**src/rtl/classificador_gestos_if.sv**
```systemverilog
// Button gesture bundle between debouncer, classifier and menu FSM.
// Master drives the debounced button; slave reports gestures.
interface classificador_gestos_if;
  logic b_pulse;
  logic b_hold;
  logic short_press;
  logic long_press;
  logic double_press;
  logic busy;

  modport master (
    output b_pulse,
    output b_hold,
    input  short_press,
    input  long_press,
    input  double_press,
    input  busy
  );

  modport slave (
    input  b_pulse,
    input  b_hold,
    output short_press,
    output long_press,
    output double_press,
    output busy
  );
endinterface

```
**src/rtl/classificador_gestos.sv**
```systemverilog
// Classifies debounced button activity as short, long or double press.
// One registered 1-cycle pulse per recognised gesture.
module classificador_gestos #(
  parameter int LONG_CYCLES = 25_000_000,
  parameter int DOUBLE_GAP  = 12_500_000,
  parameter int CNT_W       = 25
) (
  input logic clk,
  input logic rst,
  classificador_gestos_if.slave bus
);

  typedef enum logic [2:0] {
    S_IDLE,
    S_PRESSED1,
    S_LONG_HELD,
    S_WAIT2,
    S_PRESSED2
  } state_t;

  localparam logic [CNT_W-1:0] C_LONG_END =
    CNT_W'(LONG_CYCLES - 1);
  localparam logic [CNT_W-1:0] C_GAP_END =
    CNT_W'(DOUBLE_GAP - 1);

  state_t           r_state;
  state_t           w_state_nxt;
  logic [CNT_W-1:0] r_cnt;
  logic [CNT_W-1:0] w_cnt_nxt;
  logic             r_short;
  logic             r_long;
  logic             r_double;
  logic             w_short_nxt;
  logic             w_long_nxt;
  logic             w_double_nxt;

  // State, counter and gesture pulses, all cleared by reset.
  always_ff @(posedge clk or posedge rst) begin
    if (rst) begin
      r_state  <= S_IDLE;
      r_cnt    <= '0;
      r_short  <= 1'b0;
      r_long   <= 1'b0;
      r_double <= 1'b0;
    end else begin
      r_state  <= w_state_nxt;
      r_cnt    <= w_cnt_nxt;
      r_short  <= w_short_nxt;
      r_long   <= w_long_nxt;
      r_double <= w_double_nxt;
    end
  end

  // Next state; release beats timeout, second press beats gap expiry.
  always_comb begin
    w_state_nxt  = r_state;
    w_cnt_nxt    = r_cnt;
    w_short_nxt  = 1'b0;
    w_long_nxt   = 1'b0;
    w_double_nxt = 1'b0;
    unique case (r_state)
      S_IDLE: begin
        if (bus.b_pulse) begin
          w_state_nxt = S_PRESSED1;
          w_cnt_nxt   = '0;
        end
      end
      S_PRESSED1: begin
        if (!bus.b_hold) begin
          w_state_nxt = S_WAIT2;
          w_cnt_nxt   = '0;
        end else if (r_cnt == C_LONG_END) begin
          w_long_nxt  = 1'b1;
          w_state_nxt = S_LONG_HELD;
          w_cnt_nxt   = '0;
        end else begin
          w_cnt_nxt = r_cnt + 1'b1;
        end
      end
      S_LONG_HELD: begin
        if (!bus.b_hold) begin
          w_state_nxt = S_IDLE;
          w_cnt_nxt   = '0;
        end
      end
      S_WAIT2: begin
        if (bus.b_pulse) begin
          w_double_nxt = 1'b1;
          w_state_nxt  = S_PRESSED2;
          w_cnt_nxt    = '0;
        end else if (r_cnt == C_GAP_END) begin
          w_short_nxt = 1'b1;
          w_state_nxt = S_IDLE;
          w_cnt_nxt   = '0;
        end else begin
          w_cnt_nxt = r_cnt + 1'b1;
        end
      end
      S_PRESSED2: begin
        if (!bus.b_hold) begin
          w_state_nxt = S_IDLE;
          w_cnt_nxt   = '0;
        end
      end
      default: begin
        w_state_nxt = S_IDLE;
        w_cnt_nxt   = '0;
      end
    endcase
  end

  assign bus.short_press  = r_short;
  assign bus.long_press   = r_long;
  assign bus.double_press = r_double;
  assign bus.busy         = (r_state != S_IDLE);

endmodule

```
**src/flat_wrapper.sv**
```systemverilog
// flat-port wrapper written by rule: the top's interface ports become plain ports
module classificador_gestos_flat 
#(
  parameter int LONG_CYCLES = 25_000_000,
  parameter int DOUBLE_GAP  = 12_500_000,
  parameter int CNT_W       = 25
)
  (clk, rst, bus_b_pulse, bus_b_hold, bus_short_press, bus_long_press, bus_double_press, bus_busy);
  classificador_gestos_if bus_i ();
  input logic clk;
  input logic rst;
  input wire logic [$bits(bus_i.b_pulse)-1:0] bus_b_pulse;
  input wire logic [$bits(bus_i.b_hold)-1:0] bus_b_hold;
  output wire logic [$bits(bus_i.short_press)-1:0] bus_short_press;
  output wire logic [$bits(bus_i.long_press)-1:0] bus_long_press;
  output wire logic [$bits(bus_i.double_press)-1:0] bus_double_press;
  output wire logic [$bits(bus_i.busy)-1:0] bus_busy;
  assign bus_i.b_pulse = bus_b_pulse;
  assign bus_i.b_hold = bus_b_hold;
  assign bus_short_press = bus_i.short_press;
  assign bus_long_press = bus_i.long_press;
  assign bus_double_press = bus_i.double_press;
  assign bus_busy = bus_i.busy;
  classificador_gestos #(.LONG_CYCLES(LONG_CYCLES), .DOUBLE_GAP(DOUBLE_GAP), .CNT_W(CNT_W)) u_core (.clk(clk), .rst(rst), .bus(bus_i));
endmodule
```
**config.mk**
```make
export PLATFORM = sky130hd
export DESIGN_NAME = classificador_gestos_flat
export DESIGN_NICKNAME = d
export VERILOG_FILES = /design/src/rtl/classificador_gestos_if.sv /design/src/rtl/classificador_gestos.sv /design/src/flat_wrapper.sv
export SDC_FILE = /design/constraint.sdc
export NUM_CORES = 1
export LEC_CHECK = 0
export CORE_MARGIN = 2
export CORE_UTILIZATION = 50
export CTS_CLUSTER_DIAMETER = 200
export DETAILED_ROUTE_END_ITERATION = 10
export HOLD_SLACK_MARGIN = 0.12
export PLACE_DENSITY = 0.68
export SLEW_MARGIN = 10
export SYNTH_ARGS = -nofsm -noshare
export SYNTH_HDL_FRONTEND = slang
export SYNTH_SLANG_ARGS = --single-unit
```
**constraint.sdc**
```tcl
create_clock -name clk -period 2.15 [get_ports clk]
set_input_delay 0.43 -clock clk [delete_from_list [all_inputs] [get_ports clk]]
set_output_delay 0.43 -clock clk [all_outputs]
set_load 0.02 [all_outputs]
```
==> results.cfg <==
[yosys]
syn_area_um2 = 1860
synth_edf_count = 0
yosysWarnings = 0
synth_top_area_share_pct = 41.7
synth-main-ff-cell = dfrtp_1
synth_area_leader_cell = dfrtp_1
ys_types = 48
syn_avg_cell_area_um2 = 9.54
synth_seq_cells = 31
synth_fp_nets = 200
async_flop_share_pct = 100
ys_seq_area_share_pct = 41.7
synth_area_leaders = dfrtp_1 (42%), xor2_1 (5.2%), nor2_1 (4.6%)
synth_cells = 195

[finish]
syn_to_final_growth_pct = 22.7
final_area_um2 = 2280
final_layout_size_suffix_gt1_share_pct = 23.0
final_common_cell = dfrtp_1
multiInputGateArea_um2 = 1010
n_fill_cell = 303
fin_nets = 234
finalNonFillerCells = 278
layout_common_cells = dfrtp_1 (30), buf_4 (25), nor2_1 (23)
diodes = 0
final-seq-area_um2 = 777

[route]
drtIter0Drc = 156
drt_first_pass_iters = 5
viasPerCell = 5.77
final_antenna_net_count = 0
drc = 0
post_drt_wl_per_cell_um = 15.4
wirelength_mm = 4.29
vias = 1603

[floorplanning]
io_pins = 8
core_area_um2 = 3610
start_util_pct = 51.6
die_h_um = 65
die_x_um = 65
die-area_um2 = 4230
placementRows = 22

[setup_path]
cp-start-kind = flop
cp_data_required_time_ns = 2.36
critPathMaxFanout = 5
cpPeakStageDelay_ns = 0.40
critPathCaptureType = flop
crit_type = reg2reg
critPathSlowestCell = dfrtp_1
cp_cell_sequence = ha_2 > nand4_1 > buf_6 > nor3_4 > o211ai_1 > buf_4 > or3_1 > a21oi_1
cp.arrival_ns = 2.29

[sta]
drv_slew = 0
final.setup_skew_ns = 0.00657
slew_headroom_pct = 70.1
max_freq_ghz = 0.481
finalSetupTns_ns = 0
rsz0062_at_grt = yes
fin_crit_sh_pct = 96.7
finalHoldViolCount = 0
period_needed_ns = 2.08
holdWs_ns = 0.509
finalSetupViolations = 0
worst_pin_slew_ns = 0.445

[placement]
hpwl_mm = 3.11
gp_congestion = 0.875
place_inst = 269
place_area_um2 = 2120
portBuffers = 7

[global_route]
grt_start_max_net_pins = 32
antenna_found_initial = 0
grt_util_all_layers_pct = 23.4
grt_pass1_wl_mm = 7.47
grt_overflow_total = 0
grt_pass1_vias = 1648

[cts]
cts_tree = done
insertion_delay_ns = 0.29
clock-sinks = 31
cts-root-buf = clkbuf_8
cts_buffers = 5
clk_path_buf_depth = 2
cts.clk_slew.worst_paths_ns = 0.07
htreeDepth = 2

[run]
maxCapViolCount = 0

[status]
outcome = finished, final reports clean

[pwr]
p_leak_nw = 0.966
power.density_nw_per_um2 = 880
peakVddDrop_mv = 0.379

[worst_hold_path]
hold_path_class = in2async
layer usage:
metal / vias to the layer above / global-route usage [%] / wire [um]
met4: 0 / 11.2 / 80
met1: 760 / 28.0 / 1820
met5: - / 0 / 0
met2: 58 / 38.7 / 2170
li1: 776 / - / -
met3: 9 / 6.42 / 214
flip-flops by register name (all words and copies together), names as in the netlist:
| name | cells |
|---|---|
| u_core.r_cnt | 25 |
| u_core.bus.long_press | 1 |
| u_core.bus.double_press | 1 |
| u_core.bus.short_press | 1 |
| u_core.r_state | 3 |
synth_stat cells, drive strengths merged (2+ instances only):
master    n
nand2    21
mux2i     3
inv       7
nor2b     2
o2111ai   5
o21ai    11
o31ai     2
or3       4
nand3     5
nor3      7
buf       6
a21oi     3
dfrtp    31
a21o      3
or2       2
nor2     24
o211ai    9
nand2b    2
nand4     5
nor4      6
a2bb2oi   3
nand3b    3
xor2     11
clkbuf    2
and3      3
o221ai    2
critical path, delay by kind of cell (launching register included):
| kind | cells | cell delay (ns) |
|---|---|---|
| adders and majority gates | 1 | 0.23 |
| buffers and inverters | 2 | 0.38 |
| DFF | 1 | 0.40 |
| AOI/OAI and AO/OA | 2 | 0.28 |
| and+or+nand+nor | 3 | 0.71 |
metrics by stage:
step                setup WS [ns]  utilization, %  power [mW]
finish                     0.0718            63.3        2.01
global route              -0.0297            63.3        2.12
CTS                        0.0303            62.1        1.99
detailed placement         0.0188            58.9        1.39
global placement           0.0842            58.9        1.38
floorplan                   0.153               -        1.19
cells by family after synthesis:
family	synth area share (%)
and+or+nand+nor	28.3
AOI/OAI and AO/OA	16.9
DFF	41.7
buffers and inverters	5.18
xor gates and xnor gates	5.65
muxes	1.61
adders and majority gates	0.672
repair_timing:
action / in CTS / in global routing
gates resized for setup: 0 / 9
setup buffers: 0 / 1
hold buffers: 0 / 0
setup endpoints to repair: 0 / 23
power by group:
part           total [mW]  switching (mW)  internal (mW)
clock network       0.599           0.224          0.375
registers           0.691          0.0575          0.634
logic               0.717           0.410          0.307
total                2.01           0.692           1.32
final cells by class:
cell class	count	area share (%)
timing repair buffer	35	12.9
clock buffer	6	3.62
sequential	31	34.0
clock inverter	2	1.54
inverter	7	1.15
tap	48	2.63
multi-input combinational	149	44.1
final timing paths:
check	start	slack [ns]	endpoint	cells after the start
worst max-delay path	u_core.r_cnt[0]	0.07	u_core.r_cnt[20]	8
worst min-delay path	rst	0.51	u_core.r_state[1]	3
worst max register to register	u_core.r_cnt[0]	0.07	u_core.r_cnt[20]	8
worst min register to register	u_core.r_cnt[0]	0.52	u_core.r_cnt[0]	1
max in group asynchronous	rst	1.32	u_core.r_cnt[7]	3
min in group clk	u_core.r_cnt[0]	0.52	u_core.r_cnt[0]	1
Power figures use the tool's default switching activity.
